`src/rtl/rgmii_rx_delay_cal.sv`:
```
// RGMII receive delay calibration: sweeps every delay tap, scores IDDR preamble samples and
// loads the centre of the widest good window. Optional RGMII_RX_DELAY_CAL_STATS_EN adds tap_good_map.
module rgmii_rx_delay_cal #(
  parameter int TAP_WIDTH     = 5,
  parameter int SETTLE_CYCLES = 16,
  parameter int DWELL_CYCLES  = 1024,
  parameter int MIN_HITS      = 8,
  parameter int DEFAULT_TAP   = 0
) (
  input  logic                   clk,
  input  logic                   rst,
  input  logic                   start,
  input  logic [4:0]             rx_q1,
  input  logic [4:0]             rx_q2,
  output logic                   dly_ld,
  output logic [TAP_WIDTH-1:0]   dly_cntvalue,
  output logic                   busy,
  output logic                   done,
  output logic                   locked,
  output logic [TAP_WIDTH-1:0]   eye_start,
  output logic [TAP_WIDTH:0]     eye_width
`ifdef RGMII_RX_DELAY_CAL_STATS_EN
  ,
  output logic [(2**TAP_WIDTH)-1:0] tap_good_map
`endif
);

  localparam int CNT_MAX = (DWELL_CYCLES > SETTLE_CYCLES) ? DWELL_CYCLES : SETTLE_CYCLES;
  localparam int CNT_W   = $clog2(CNT_MAX + 1);
  localparam int HIT_W   = $clog2(MIN_HITS + 1);

  localparam logic [CNT_W-1:0]     SETTLE_LAST = CNT_W'(SETTLE_CYCLES - 1);
  localparam logic [CNT_W-1:0]     DWELL_LAST  = CNT_W'(DWELL_CYCLES - 1);
  localparam logic [CNT_W-1:0]     CNT_ONE     = CNT_W'(1);
  localparam logic [HIT_W-1:0]     HIT_SAT     = HIT_W'(MIN_HITS);
  localparam logic [HIT_W-1:0]     HIT_ONE     = HIT_W'(1);
  localparam logic [TAP_WIDTH-1:0] TAP_MAX     = {TAP_WIDTH{1'b1}};
  localparam logic [TAP_WIDTH-1:0] TAP_ONE     = TAP_WIDTH'(1);
  localparam logic [TAP_WIDTH-1:0] TAP_DEFAULT = TAP_WIDTH'(DEFAULT_TAP);
  localparam logic [TAP_WIDTH:0]   LEN_ONE     = (TAP_WIDTH+1)'(1);

  localparam logic [2:0] ST_IDLE   = 3'd0;
  localparam logic [2:0] ST_LOAD   = 3'd1;
  localparam logic [2:0] ST_SETTLE = 3'd2;
  localparam logic [2:0] ST_DWELL  = 3'd3;
  localparam logic [2:0] ST_EVAL   = 3'd4;
  localparam logic [2:0] ST_FINAL  = 3'd5;
  localparam logic [2:0] ST_DONE   = 3'd6;

  logic [2:0]           state_r;
  logic [TAP_WIDTH-1:0] tap_r;
  logic [CNT_W-1:0]     cnt_r;
  logic [HIT_W-1:0]     hits_r;
  logic                 err_r;
  logic [TAP_WIDTH:0]   run_len_r;
  logic [TAP_WIDTH-1:0] run_start_r;
  logic [TAP_WIDTH:0]   best_len_r;
  logic [TAP_WIDTH-1:0] best_start_r;

  logic                 tap_good_s;
  logic [TAP_WIDTH:0]   run_len_s;
  logic [TAP_WIDTH-1:0] run_start_s;
  logic [TAP_WIDTH:0]   best_len_s;
  logic [TAP_WIDTH-1:0] best_start_s;
  logic [TAP_WIDTH-1:0] final_tap_s;
  logic                 preamble_s;
  logic                 error_s;

  function automatic logic is_preamble(input logic [4:0] q1, input logic [4:0] q2);
    return (q1 == 5'h15) && (q2 == 5'h15);
  endfunction

  // A falling-edge SFD nibble (D) after a rising-edge preamble nibble is legal, anything else is not.
  function automatic logic is_error(input logic [4:0] q1, input logic [4:0] q2);
    return (q1[4] != q2[4]) ||
           (q1[4] && q2[4] && (q1[3:0] == 4'h5) && (q2[3:0] != 4'h5) && (q2[3:0] != 4'hD));
  endfunction

  // Per-cycle scoring and end-of-tap window bookkeeping.
  always_comb begin
    preamble_s = is_preamble(rx_q1, rx_q2);
    error_s    = is_error(rx_q1, rx_q2);
    tap_good_s = (hits_r >= HIT_SAT) && !err_r;
    if (tap_good_s) begin
      run_len_s = run_len_r + LEN_ONE;
      if (run_len_r == '0) begin
        run_start_s = tap_r;
      end else begin
        run_start_s = run_start_r;
      end
    end else begin
      run_len_s   = '0;
      run_start_s = run_start_r;
    end
    if (run_len_s > best_len_r) begin
      best_len_s   = run_len_s;
      best_start_s = run_start_s;
    end else begin
      best_len_s   = best_len_r;
      best_start_s = best_start_r;
    end
    if (best_len_s != '0) begin
      final_tap_s = best_start_s + TAP_WIDTH'(best_len_s >> 1);
    end else begin
      final_tap_s = TAP_DEFAULT;
    end
  end

  // Calibration sequencer with registered outputs.
  always_ff @(posedge clk or posedge rst) begin
    if (rst) begin
      state_r      <= ST_IDLE;
      tap_r        <= '0;
      cnt_r        <= '0;
      hits_r       <= '0;
      err_r        <= 1'b0;
      run_len_r    <= '0;
      run_start_r  <= '0;
      best_len_r   <= '0;
      best_start_r <= '0;
      dly_ld       <= 1'b0;
      dly_cntvalue <= '0;
      busy         <= 1'b0;
      done         <= 1'b0;
      locked       <= 1'b0;
      eye_start    <= '0;
      eye_width    <= '0;
`ifdef RGMII_RX_DELAY_CAL_STATS_EN
      tap_good_map <= '0;
`endif
    end else begin
      dly_ld <= 1'b0;
      done   <= 1'b0;
      case (state_r)
        ST_IDLE: begin
          if (start) begin
            state_r      <= ST_LOAD;
            busy         <= 1'b1;
            locked       <= 1'b0;
            tap_r        <= '0;
            run_len_r    <= '0;
            run_start_r  <= '0;
            best_len_r   <= '0;
            best_start_r <= '0;
            dly_ld       <= 1'b1;
            dly_cntvalue <= '0;
`ifdef RGMII_RX_DELAY_CAL_STATS_EN
            tap_good_map <= '0;
`endif
          end
        end
        ST_LOAD: begin
          state_r <= ST_SETTLE;
          cnt_r   <= '0;
        end
        ST_SETTLE: begin
          if (cnt_r == SETTLE_LAST) begin
            state_r <= ST_DWELL;
            cnt_r   <= '0;
            hits_r  <= '0;
            err_r   <= 1'b0;
          end else begin
            cnt_r <= cnt_r + CNT_ONE;
          end
        end
        ST_DWELL: begin
          if (preamble_s && (hits_r < HIT_SAT)) begin
            hits_r <= hits_r + HIT_ONE;
          end
          if (error_s) begin
            err_r <= 1'b1;
          end
          if (cnt_r == DWELL_LAST) begin
            state_r <= ST_EVAL;
            cnt_r   <= '0;
          end else begin
            cnt_r <= cnt_r + CNT_ONE;
          end
        end
        ST_EVAL: begin
          run_len_r    <= run_len_s;
          run_start_r  <= run_start_s;
          best_len_r   <= best_len_s;
          best_start_r <= best_start_s;
`ifdef RGMII_RX_DELAY_CAL_STATS_EN
          tap_good_map[tap_r] <= tap_good_s;
`endif
          dly_ld <= 1'b1;
          if (tap_r == TAP_MAX) begin
            state_r      <= ST_FINAL;
            dly_cntvalue <= final_tap_s;
            locked       <= (best_len_s != '0);
            eye_start    <= (best_len_s != '0) ? best_start_s : '0;
            eye_width    <= best_len_s;
          end else begin
            state_r      <= ST_LOAD;
            tap_r        <= tap_r + TAP_ONE;
            dly_cntvalue <= tap_r + TAP_ONE;
          end
        end
        ST_FINAL: begin
          state_r <= ST_DONE;
        end
        ST_DONE: begin
          state_r <= ST_IDLE;
          busy    <= 1'b0;
          done    <= 1'b1;
        end
        default: begin
          state_r <= ST_IDLE;
          busy    <= 1'b0;
        end
      endcase
    end
  end

endmodule

```
`config.mk`:
```
export PLATFORM = sky130hd
export DESIGN_NAME = rgmii_rx_delay_cal
export DESIGN_NICKNAME = d
export VERILOG_FILES = /design/src/rtl/rgmii_rx_delay_cal.sv
export SDC_FILE = /design/constraint.sdc
export NUM_CORES = 1
export LEC_CHECK = 0
export ABC_AREA = 1
export BUFFER_PORTS_ARGS = -buffer_cell sky130_fd_sc_hd__buf_2
export CAP_MARGIN = 25
export CORE_MARGIN = 2
export CORE_UTILIZATION = 50
export CTS_CLUSTER_DIAMETER = 80
export DETAILED_ROUTE_END_ITERATION = 10
export GPL_ROUTABILITY_DRIVEN = 0
export GPL_TIMING_DRIVEN = 0
export PLACE_DENSITY = 0.78
export SLEW_MARGIN = 20
export SYNTH_ARGS = -nofsm -noshare
export SYNTH_HDL_FRONTEND = slang
export SYNTH_SLANG_ARGS = --single-unit
```
`constraint.sdc`:
```
create_clock -name clk -period 4.81 [get_ports clk]
set_input_delay 0 -clock clk [delete_from_list [all_inputs] [get_ports clk]]
set_output_delay 0 -clock clk [all_outputs]
set_load 0.1 [all_outputs]
```
==> impl_summary.log, run 1 <==
INFO  metric cts_sink_cnt = 66
INFO  metric power_density = 498 mW/mm2
INFO  metric rsz0062_at_grt = false
INFO  metric crit_path_frequent_cell = nand2_1
INFO  metric crit_path_max_incr_delay = 460 ps
INFO  metric grt_start_max_net_pins = 46
INFO  metric die_width = 90.2 um
INFO  metric timing_worst_slew_pin_value = 659 ps
INFO  metric fin_crit = 3880 ps
INFO  metric postCtsResizedCells = 0
INFO  metric switching_share = 44.0%
INFO  metric critical_path.endpoint_type = flip-flop
INFO  metric post_drt_via_cell_ratio = 5.32
INFO  metric placed_cell_area = 0.00403 mm2
INFO  metric flow.area_growth_from_synthesis = 14.9%
INFO  metric cts_tree = done
INFO  metric number_of_buffer_and_inverter_instances_along_the_worst_setup_path = 1
INFO  metric first_global_vias = 3175
INFO  metric post-layout-total-power = 2.13 mW
INFO  metric core_area = 0.00721 mm2
INFO  metric drt-pass1-iter-count = 5
INFO  metric clock_tree.buffer_depth = 2
INFO  metric power.switching = 0.936 mW
INFO  metric layout-drive-gt1-share = 13.5%
INFO  metric r2r.worst_path.cells = 24
INFO  metric layout.core_utilization = 59.2%
INFO  metric ys_warn_count = 0
INFO  metric initial_utilization = 51.5%
INFO  metric wire_per_inst = 13.9 um
INFO  metric portBuffers = 32
INFO  metric post-route-period-util = 80.6%
INFO  metric antenna_found_initial = 0
INFO  metric detailed_router_s_first_iteration_violation_count = 193
INFO  metric worstSetupPathDepth = 24
INFO  metric post-dp-hpwl = 6.14 mm
INFO  metric worstPathCellList = nand4_1, or2_1, nand2_1, nand2_1, nor2_1, ha_1, nand2_1, nor2_1, nand4_2, nand3_4, nand2_4, buf_6, nand2_1, o21ai_1, ha_1, fa_1, nand2_1, nand2_1, a21oi_1, nand3_1, nand3_1, nand2_1, nand2_1, nand2_1
INFO  metric run_status = finished clean
INFO  metric max_freq = 258 MHz
INFO  metric filler_cell_count = 652
INFO  metric clock_slew_at_the_register_clock_pins_of_the_worst_setup_and_hold_paths = 70 ps
INFO  metric timing.setup.critical_path_class = flip-flop to flip-flop
INFO  metric top_level_ports = 33
INFO  metric worst_clock_skew = 9.64 ps
INFO  metric final_hold_viols = 0
INFO  metric grt_pass1_wl = 14.8 mm
INFO  metric synthesis.area = 0.00372 mm2
INFO  metric std_cell_rows = 31
INFO  metric post-route-cell-area = 0.00427 mm2
INFO  metric multi_input_area = 0.00175 mm2
INFO  metric seqCellArea = 0.00165 mm2
INFO  metric cp_data_required_time = 5050 ps
INFO  metric setup-violations-final = 0
INFO  metric fp.dieH = 90.2 um
INFO  metric hold_path.class = primary input to async pin
INFO  metric ir_drop = 0.379 mV
INFO  metric synth.net_count = 496
INFO  metric critical_path.max_fanout = 10
INFO  metric diodes = 0
INFO  metric timing.final.max_slew_violations = 0
INFO  metric yosys_most_used_dff = dfrtp_1
INFO  metric comb_power_share = 43.6%
INFO  metric syn_inst_count = 465
INFO  metric detail_route.wirelength = 8.54 mm
INFO  metric cap_viol_max_count = 0
INFO  metric max-slew-margin-rel = 56.1%
INFO  metric htree_num_levels = 3
INFO  metric grt_use_total = 22.7%
INFO  metric synth.ff_latch_count = 66
INFO  metric power.clock.fraction = 23.5%
INFO  metric layout.cells.non_filler = 616
INFO  metric dp_cells = 597
INFO  metric worst_path_dominant_cell_family = simple AND/OR/NAND/NOR gates
INFO  metric synth.avg_cell_area = 8.00 um2
INFO  metric sequential_fraction_of_the_synthesis_area = 44.4%
INFO  metric power_report.internal_total = 1.19 mW
INFO  metric timing.critical_path.from_type = flip-flop
INFO  metric remaining_drc_errors = 0
INFO  metric ant_nets = 0
INFO  metric power_leakage = 2.10 nW
INFO  metric synth_cell_type_count = 39
INFO  metric critPathArrivalTime = 4120 ps
INFO  metric power.sequential.fraction = 33.0%
INFO  metric finalSetupTns = 0 ps
INFO  metric synth-edff-count = 0
INFO  metric overflow = 0
INFO  metric vias = 3280
INFO  metric final_net_count = 544
INFO  metric cts-buffers-inserted = 9
INFO  metric crit_path_top_delay_cell = dfrtp_1
INFO  metric cts_root_buf = clkbuf_8
INFO  metric fp.dieArea = 0.00814 mm2
INFO  metric async_flop_share = 100%
INFO  metric insertion_delay = 350 ps
[final timing paths]
path,startpoint,to,slack [ps]
max in group asynchronous,rst,best_len_r[3]$_DFFE_PP0P_,4150
min in group clk,rx_q2[1],hits_r[3]$_DFFE_PP0P_,150
worst min register to register,dly_cntvalue[0]$_DFFE_PP0P_,dly_cntvalue[0]$_DFFE_PP0P_,480
worst min-delay path,rst,dly_cntvalue[3]$_DFFE_PP0P_,150
worst max register to register,run_len_r[2]$_DFFE_PP0P_,dly_cntvalue[4]$_DFFE_PP0P_,930
worst max-delay path,run_len_r[2]$_DFFE_PP0P_,dly_cntvalue[4]$_DFFE_PP0P_,930
[power by group through the flow]
stage	Clock [mW]	Sequential, mW	Combinational (mW)
2_1_floorplan	0	0.819	0.602
3_3_place_gp	0	0.705	0.886
3_5_place_dp	0	0.709	0.914
4_1_cts	0.504	0.700	0.921
5_1_grt	0.525	0.712	1.03
6_report	0.499	0.701	0.926
[metal layers]
metal  wire (um)  GRT usage, %  vias up
met2        3880          34.7      101
met1        4030          32.0     1540
met4         202          10.1        0
met3         430          3.52       19
met5           0             0        -
li1            -             -     1620
[layout make-up]
type	instances	share of cell area [%]
plain buffers	9	0.966
clock inverters	3	1.52
clock buffers	12	3.16
flip-flops and latches	66	38.7
multi-input cells	316	40.9
repair buffers	37	5.33
inverters	74	6.56
well taps	99	2.90
[through the flow]
stage          setup WS, ps  hold WS (ps)
6_report                932           150
5_1_grt                 465           173
3_3_place_gp           1160           296
3_5_place_dp           1010         -20.6
4_1_cts                 961           104
2_1_floorplan          1460           147
[cells in the final DEF (no fill, tap or decap), drive strengths merged, types with 3 or more instances in the layout]
master / count
o21ai: 42
dlygate4sd3: 4
dfrtp: 66
o22ai: 21
buf: 36
nand4: 10
nor2: 40
clkbuf: 18
a21oi: 12
xor2: 5
ha: 17
inv: 73
nand2: 117
nand3b: 3
nor3: 5
nand3: 27
[synth_stat cells, drive strengths merged, types with 2 or more instances]
cell / instances / area (um2)
nand3: 27 / 170
a21oi: 12 / 63.8
dfrtp: 66 / 1650
o21a: 2 / 15.0
nand4: 10 / 83.8
o31ai: 2 / 15.0
or2: 2 / 12.5
o21ai: 42 / 210
inv: 73 / 274
xor2: 5 / 43.8
a31oi: 2 / 12.5
ha: 17 / 213
nor2: 40 / 173
buf: 3 / 18.8
clkbuf: 6 / 22.5
o22ai: 21 / 131
nor3: 5 / 25.0
nand3b: 3 / 22.5
nor4: 2 / 12.5
nand2: 117 / 474
[cells by family (layout without fill, tap and decap cells)]
logic type	Yosys count	count (layout)	synth area share, %
AO/OA/AOI/OAI	86	86	13.2
flip-flops	66	66	44.4
buffers and inverters	83	135	8.58
adder cells (fa/ha/maj)	18	18	6.26
XOR/XNOR	6	6	1.41
AND/OR/NAND/NOR	206	206	26.2
[state kept, by name, summed over array words and instances, names as in the netlist, 3 cells and up]
name and count:
eye_width 6, dly_cntvalue 5, state_r 3, tap_r 5, best_start_r 5, hits_r 4, run_start_r 5, cnt_r 11
eye_start 5, run_len_r 6, best_len_r 6
[what timing repair did]
item | in CTS | in global routing
hold endpoints to repair | 69 | 0
buffers inserted | 0 | 0
hold buffers | 4 | 0
[worst register-to-register path: stages (launching register included)]
cell     delay [ps]
dfrtp_1         460
nand4_1         160
or2_1           250
nand2_1          60
nand2_1          40
nor2_1          220
ha_1            190
nand2_1          80
nor2_1          260
nand4_2         190
nand3_4         170
nand2_4         120
buf_6           160
nand2_1          60
o21ai_1          80
ha_1            220
fa_1            380
nand2_1         100
nand2_1          50
a21oi_1         160
nand3_1         100
nand3_1          90
nand2_1          60
nand2_1          60
nand2_1          50
Power figures use the tool's default switching activity.
==> run 2: changes to the inputs <==
Settings changed: PLACE_DENSITY 0.78 to 0.8.
Clock period 4.81 ns to 3.5 ns, I/O delays scaled along.
==> run 2 against run 1 <==
Effect of this change:
- worst setup slack got worse by 850 ps
- clock power increased by 26%
- core utilization up 3.3 points
- hold slack got worse by 140 ps
- final area up 5.7%
- sequential power grew 38%
- combinational power up 70%
- clock-buffer cell count unchanged
- critical endpoint unchanged
==> impl_summary.log, run 2 (synthesis gave the netlist of run 1 again) <==
INFO  metric run_status = finished clean
INFO  metric max_freq = 292 MHz (+13%)
INFO  metric filler_cell_count = 614 (-5.8%)
INFO  metric cts-buffers-inserted = 9 (unchanged)
INFO  metric htree_num_levels = 3 (unchanged)
INFO  metric vias = 3368 (+2.7%)
INFO  metric setup_ws = 80.3 ps (-852 ps)
INFO  metric wire_per_inst = 14.6 um (+5.1%)
INFO  metric drt-pass1-iter-count = 5 (unchanged)
INFO  metric critPathArrivalTime = 3660 ps (-460 ps)
INFO  metric timing.critical_path.from_type = flip-flop
INFO  metric crit_path_max_incr_delay = 450 ps (about the same)
INFO  metric core_area = 0.00721 mm2 (unchanged)
INFO  metric grt_use_total = 22.2% (-0.44 points)
INFO  metric gr-max-usage-layer = met2
INFO  metric most_common_library_cell_in_the_layout_ignoring_fill_and_taps = nand2_1
INFO  metric std_cell_rows = 31 (unchanged)
INFO  metric layout-drive-gt1-share = 20.8% (+7.2 points)
INFO  metric pre_cts_ws = -305 ps (-1320 ps)
INFO  metric grt_pass1_wl = 14.5 mm (-2.0%)
INFO  metric insertion_delay = 350 ps (about the same)
INFO  metric hold_path.class = primary input to flip-flop
INFO  metric final_worst_hold_slack = 13.3 ps (-137 ps)
INFO  metric post-dp-hpwl = 6.19 mm (+0.80%)
INFO  metric fp.dieArea = 0.00814 mm2 (unchanged)
INFO  metric detail_route.wirelength = 9.17 mm (+7.4%)
INFO  metric max-slew-margin-rel = 55.7% (-0.36 points)
INFO  metric rsz0062_at_grt = true
INFO  metric grt.met3_usage = 3.35% (-0.17 points)
INFO  metric layout.core_utilization = 62.6% (+3.3 points)
INFO  metric fp.dieH = 90.2 um (unchanged)
INFO  metric worstPathCellList = nand4_1, or2_1, nor2_2, nor2_4, ha_4, nand2_4, nor2_4, nand4_4, nand3_4, nand2_4, buf_8, nand2_4, o21ai_4, ha_4, fa_2, nand2_2, nand2_2, a21oi_2, nand3_1, nand3_1, nand2_1, nand2_1, nand2_1
INFO  metric first_global_vias = 3201 (+0.82%)
INFO  metric portBuffers = 32 (unchanged)
INFO  metric flow.area_growth_from_synthesis = 21.4%
INFO  metric clock_tree.buffer_depth = 2 (unchanged)
INFO  metric dp_cells = 597 (unchanged)
INFO  metric final_net_count = 557 (+2.4%)
INFO  metric post-route-cell-area = 0.00451 mm2 (+5.7%)
INFO  metric global_route.usage.met1 = 29.4% (-2.6 points)
INFO  metric ant_nets = 0 (unchanged)
INFO  metric worst_clock_skew = 10.7 ps (+1.02 ps)
INFO  metric cts_sink_cnt = 66 (unchanged)
INFO  metric antenna_found_initial = 0 (unchanged)
INFO  metric power_density = 701 mW/mm2 (+41%)
INFO  metric timing.setup.critical_path_class = flip-flop to flip-flop
INFO  metric initial_utilization = 51.5% (unchanged)
INFO  metric post_drt_via_cell_ratio = 5.35 (+0.56%)
INFO  metric remaining_drc_errors = 0 (unchanged)
INFO  metric top_level_ports = 33 (unchanged)
INFO  metric detailed_router_s_first_iteration_violation_count = 256 (+33%)
INFO  metric power_leakage = 2.17 nW (+3.3%)
INFO  metric crit_path_top_delay_cell = dfrtp_2
INFO  metric placed_cell_area = 0.00403 mm2 (unchanged)
INFO  metric die_width = 90.2 um (unchanged)
INFO  metric cap_viol_max_count = 0 (unchanged)
INFO  metric diodes = 0 (unchanged)
INFO  metric timing_worst_slew_pin_value = 662 ps (+2.96 ps)
INFO  metric setup-violations-final = 0 (unchanged)
INFO  metric grt_start_max_net_pins = 54 (+17%)
INFO  metric ir_drop = 0.404 mV (+6.6%)
INFO  metric number_of_buffer_and_inverter_instances_along_the_worst_setup_path = 1 (unchanged)
INFO  metric clock_slew_at_the_register_clock_pins_of_the_worst_setup_and_hold_paths = 70 ps (about the same)
INFO  metric final_hold_viols = 0 (unchanged)
INFO  metric layout.cells.non_filler = 629 (+2.1%)
INFO  metric cp_data_required_time = 3740 ps (-1310 ps)
INFO  metric regMostFlops = cnt_r
INFO  metric critical_path.endpoint_type = flip-flop
INFO  metric groute.layer.met2.usage = 36.7% (+1.9 points)
INFO  metric layout.cells.most_common_list = nand2_1 (99), inv_1 (71), dfrtp_1 (63), nor2_1 (33), buf_2 (32)
INFO  metric finalSetupTns = 0 ps (unchanged)
INFO  metric largest_register_ffs = 11 (unchanged)
INFO  metric critical_path.max_fanout = 8 (-2)
INFO  metric fin_crit = 3420 ps (-458 ps)
INFO  metric post-layout-total-power = 3.17 mW (+49%)
INFO  metric post-route-period-util = 97.7% (+17 points)
INFO  metric cts_root_buf = clkbuf_8
INFO  metric cts_tree = done
INFO  metric timing.final.max_slew_violations = 0 (unchanged)
INFO  metric overflow = 0 (unchanged)
INFO  metric worst_path_dominant_cell_family = simple AND/OR/NAND/NOR gates
-- run 2: final timing paths --
check	from	endpoint	slack [ps]	depth (start not counted)
worst max-delay path	run_len_r[0]$_DFFE_PP0P_	dly_cntvalue[4]$_DFFE_PP0P_	80	23
worst min-delay path	rx_q2[2]	hits_r[0]$_DFFE_PP0P_	10	3
worst max register to register	run_len_r[0]$_DFFE_PP0P_	dly_cntvalue[4]$_DFFE_PP0P_	80	23
worst min register to register	dly_cntvalue[3]$_DFFE_PP0P_	dly_cntvalue[3]$_DFFE_PP0P_	480	2
max in group asynchronous	rst	run_len_r[2]$_DFFE_PP0P_	2860	4
min in group asynchronous	rst	cnt_r[3]$_DFFE_PP0P_	120	3
-- run 2: repair_timing --
item / CTS / global route
hold buffers: 2 / 0
gates cloned: 0 / 0
setup buffers: 5 / 10
endpoints found under the setup margin: 4 / 4
hold endpoints to repair: 68 / 0
pin swaps: 6 / 18
gates resized for setup: 9 / 27
-- run 2: area by class of cell --
cell class	count	area [um2]	share of cell area [%]
multi-input cells	316	1900	42.1
flip-flops and latches	66	1660	36.7
repair buffers	50	324	7.18
inverters	74	280	6.21
clock buffers	12	145	3.22
well taps	99	124	2.74
plain buffers	9	45.0	0.998
clock inverters	3	40.0	0.887
-- run 2: power breakdown --
part           total [mW]  internal, mW  leakage, nW  switching (mW)
clock network       0.630         0.343       0.0962           0.287
registers           0.970         0.878        0.889          0.0917
logic                1.57         0.528         1.18            1.04
-- run 2: worst register-to-register path, stage by stage, from the launching register on --
cell	delay, ps
dfrtp_2	450
nand4_1	130
or2_1	280
nor2_2	160
nor2_4	60
ha_4	270
nand2_4	60
nor2_4	150
nand4_4	130
nand3_4	90
nand2_4	80
buf_8	150
nand2_4	70
o21ai_4	70
ha_4	190
fa_2	390
nand2_2	80
nand2_2	50
a21oi_2	140
nand3_1	80
nand3_1	90
nand2_1	50
nand2_1	60
nand2_1	50
-- run 2: per-layer routing --
metal  vias up  share of wire (%)
met3        20                5.0
met4         0                2.3
met5         -                  0
li1       1647                  -
met2       113                 49
met1      1588                 44
==> run 3: changes to the inputs <==
Settings changed: CTS_BUF_LIST set to sky130_fd_sc_hd__clkbuf_16.
==> run 3 against run 2 <==
Effect of this change:
- register-to-register slack improved by 50 ps
- fmax up 1.4%
- final area increased by 1.6%
- via count is 0.56% higher
- global-route usage up 0.12 points
- power increased by 7.4%
- die area unchanged
- clock skew decreased by 6.0 ps
- first-iteration DRC count is 40% higher
- non-clock buffer count unchanged
==> impl_summary.log, run 3 (synthesis gave the netlist of run 1 again) <==
INFO  metric largest_register_ffs = 11 (unchanged)
INFO  metric cts_tree = done
INFO  metric crit_path_frequent_cell = nand2_1
INFO  metric setup_ws = 128 ps (+47.4 ps)
INFO  metric overflow = 0 (unchanged)
INFO  metric worst_clock_skew = 4.63 ps (-6.03 ps)
INFO  metric grt_start_max_net_pins = 54 (unchanged)
INFO  metric top_level_ports = 33 (unchanged)
INFO  metric worst_path_dominant_cell_family = adder cells
INFO  metric post-dp-hpwl = 6.19 mm (unchanged)
INFO  metric core_area = 0.00721 mm2 (unchanged)
INFO  metric max_freq = 297 MHz (+1.4%)
INFO  metric timing.final.max_slew_violations = 0 (unchanged)
INFO  metric r2r-start = run_len_r[0]$_DFFE_PP0P_
INFO  metric grt_pass1_wl = 14.6 mm (+0.90%)
INFO  metric crit_path_top_delay_cell = dfrtp_2
INFO  metric power.clock.fraction = 25.0% (+5.1 points)
INFO  metric power_leakage = 2.21 nW (+1.9%)
INFO  metric portBuffers = 32 (unchanged)
INFO  metric fp.dieH = 90.2 um (unchanged)
INFO  metric finalSetupTns = 0 ps (unchanged)
INFO  metric cts-buffers-inserted = 9 (unchanged)
INFO  metric fp.dieArea = 0.00814 mm2 (unchanged)
INFO  metric clock_slew_at_the_register_clock_pins_of_the_worst_setup_and_hold_paths = 50 ps (-20 ps)
INFO  metric std_cell_rows = 31 (unchanged)
INFO  metric flow.area_growth_from_synthesis = 23.4%
INFO  metric cts_sink_cnt = 66 (unchanged)
INFO  metric final_hold_viols = 0 (unchanged)
INFO  metric cp_data_required_time = 3720 ps (-20 ps)
INFO  metric detailed_router_s_first_iteration_violation_count = 358 (+40%)
INFO  metric layout.cells.most_common_list = nand2_1 (101), inv_1 (73), dfrtp_1 (64), nor2_1 (33), buf_2 (32)
INFO  metric layout.core_utilization = 63.6% (+1.0 points)
INFO  metric first_global_vias = 3230 (+0.91%)
INFO  metric insertion_delay = 330 ps (-20 ps)
INFO  metric critical_path.endpoint_type = flip-flop
INFO  metric pre_cts_ws = -305 ps (unchanged)
INFO  metric ant_nets = 0 (unchanged)
INFO  metric critical_path.max_fanout = 7 (-1)
INFO  metric diodes = 0 (unchanged)
INFO  metric power.sequential.fraction = 28.4% (-2.2 points)
INFO  metric final_net_count = 558 (+0.18%)
INFO  metric most_common_library_cell_in_the_layout_ignoring_fill_and_taps = nand2_1
INFO  metric comb_power_share = 46.6% (-2.9 points)
INFO  metric layout-drive-gt1-share = 20.2% (-0.60 points)
INFO  metric power_report.internal_total = 1.95 mW (+11%)
INFO  metric critPathArrivalTime = 3600 ps (-60 ps)
INFO  metric grt_use_total = 22.3% (+0.12 points)
INFO  metric timing.setup.critical_path_class = flip-flop to flip-flop
INFO  metric cts_root_buf = clkbuf_16
INFO  metric hold_path.class = primary input to flip-flop
INFO  metric timing_worst_slew_pin_value = 667 ps (+5.05 ps)
INFO  metric clock_tree.buffer_depth = 2 (unchanged)
INFO  metric switching_share = 42.7% (-2.0 points)
INFO  metric final_worst_hold_slack = 34.0 ps (+20.6 ps)
INFO  metric wire_per_inst = 14.9 um (+2.3%)
INFO  metric power.switching = 1.45 mW (+2.6%)
INFO  metric critical_path.startpoint = run_len_r[0]$_DFFE_PP0P_
INFO  metric antenna_found_initial = 0 (unchanged)
INFO  metric fin_crit = 3370 ps (-47.4 ps)
INFO  metric timing.critical_path.from_type = flip-flop
INFO  metric run_status = finished clean
INFO  metric max-slew-margin-rel = 55.4% (-0.34 points)
INFO  metric detail_route.wirelength = 9.40 mm (+2.5%)
INFO  metric cap_viol_max_count = 0 (unchanged)
INFO  metric drt-pass1-iter-count = 5 (unchanged)
INFO  metric post-route-period-util = 96.4% (-1.4 points)
INFO  metric regMostFlops = cnt_r
INFO  metric setup-violations-final = 0 (unchanged)
INFO  metric filler_cell_count = 605 (-1.5%)
INFO  metric die_width = 90.2 um (unchanged)
INFO  metric ir_drop = 0.425 mV (+5.1%)
INFO  metric remaining_drc_errors = 0 (unchanged)
INFO  metric htree_num_levels = 3 (unchanged)
INFO  metric hold_start = rx_q2[2]
INFO  metric crit_path_max_incr_delay = 440 ps (about the same)
INFO  metric vias = 3387 (+0.56%)
INFO  metric post-layout-total-power = 3.40 mW (+7.4%)
INFO  metric post_drt_via_cell_ratio = 5.38 (+0.40%)
INFO  metric worstPathCellList = buf_4, inv_1, ha_4, nand2_2, inv_2, ha_4, inv_1, o21bai_1, nand4_2, nand3_4, nand2_8, nand2_1, o21ai_2, ha_4, fa_2, nand2_2, nand2_1, a21oi_2, nand3_1, nand3_1, nand2_1, nand2_1, nand2_1
INFO  metric initial_utilization = 51.5% (unchanged)
INFO  metric power_density = 742 mW/mm2 (+5.7%)
INFO  metric number_of_buffer_and_inverter_instances_along_the_worst_setup_path = 4 (+3)
-- run 3: final cells by class --
| type | instances | area [um2] | area share, % |
|---|---|---|---|
| flip-flops and latches | 66 | 1650 | 36.1 |
| clock inverters | 6 | 51.3 | 1.12 |
| inverters | 74 | 280 | 6.11 |
| well taps | 99 | 124 | 2.70 |
| multi-input cells | 317 | 1890 | 41.2 |
| plain buffers | 8 | 30.0 | 0.655 |
| clock buffers | 9 | 225 | 4.91 |
| repair buffers | 51 | 332 | 7.23 |
-- run 3: power by group through the flow --
stage	Clock [mW]	Sequential, mW	Combinational (mW)
CTS	0.850	0.962	1.31
detailed placement	0	0.974	1.26
global route	0.887	0.983	1.71
finish	0.850	0.967	1.59
global placement	0	0.967	1.22
floorplan	0	1.13	0.827
-- run 3: routing by layer --
| layer | vias to the layer above | track usage (%) | part of all wire (%) |
|---|---|---|---|
| li1 | 1649 | - | - |
| met1 | 1587 | 29.0 | 44 |
| met2 | 123 | 36.8 | 48 |
| met3 | 28 | 3.94 | 5.0 |
| met4 | 0 | 9.87 | 2.5 |
| met5 | - | 0 | 0 |
-- run 3: path summary, 6_finish.rpt --
path,to,slack (ps),cells after the start
min in group asynchronous,eye_start[3]$_DFFE_PP0P_,130,3
worst max-delay path,dly_cntvalue[4]$_DFFE_PP0P_,130,23
worst min register to register,dly_cntvalue[3]$_DFFE_PP0P_,470,2
worst min-delay path,hits_r[0]$_DFFE_PP0P_,30,3
max in group asynchronous,run_len_r[0]$_DFFE_PP0P_,2840,4
worst max register to register,dly_cntvalue[4]$_DFFE_PP0P_,130,23
-- run 3: worst register-to-register path, cell delays in order, from the launching register on --
cell and delay (ps):
dfrtp_2 440, buf_4 140, inv_1 120, ha_4 230, nand2_2 80, inv_2 60
ha_4 280, inv_1 40, o21bai_1 180, nand4_2 160, nand3_4 130, nand2_8 90
nand2_1 90, o21ai_2 80, ha_4 180, fa_2 340, nand2_2 80, nand2_1 60
a21oi_2 150, nand3_1 90, nand3_1 80, nand2_1 50, nand2_1 60, nand2_1 50
-- run 3: stage by stage --
stage | instance area, um2 | instances
after floorplan | 3720 | 465
after global placement | 4000 | 596
after detailed placement | 4030 | 597
after CTS | 4380 | 617
after global routing | 4590 | 630
final | 4590 | 630
-- run 3: timing repair --
item | in CTS | in global routing
pin swaps | 6 | 12
cloned | 0 | 1
hold endpoints to repair | 67 | 0
hold buffers | 2 | 0
setup endpoints to repair | 4 | 4
setup buffers | 4 | 12
gates resized for setup | 8 | 21
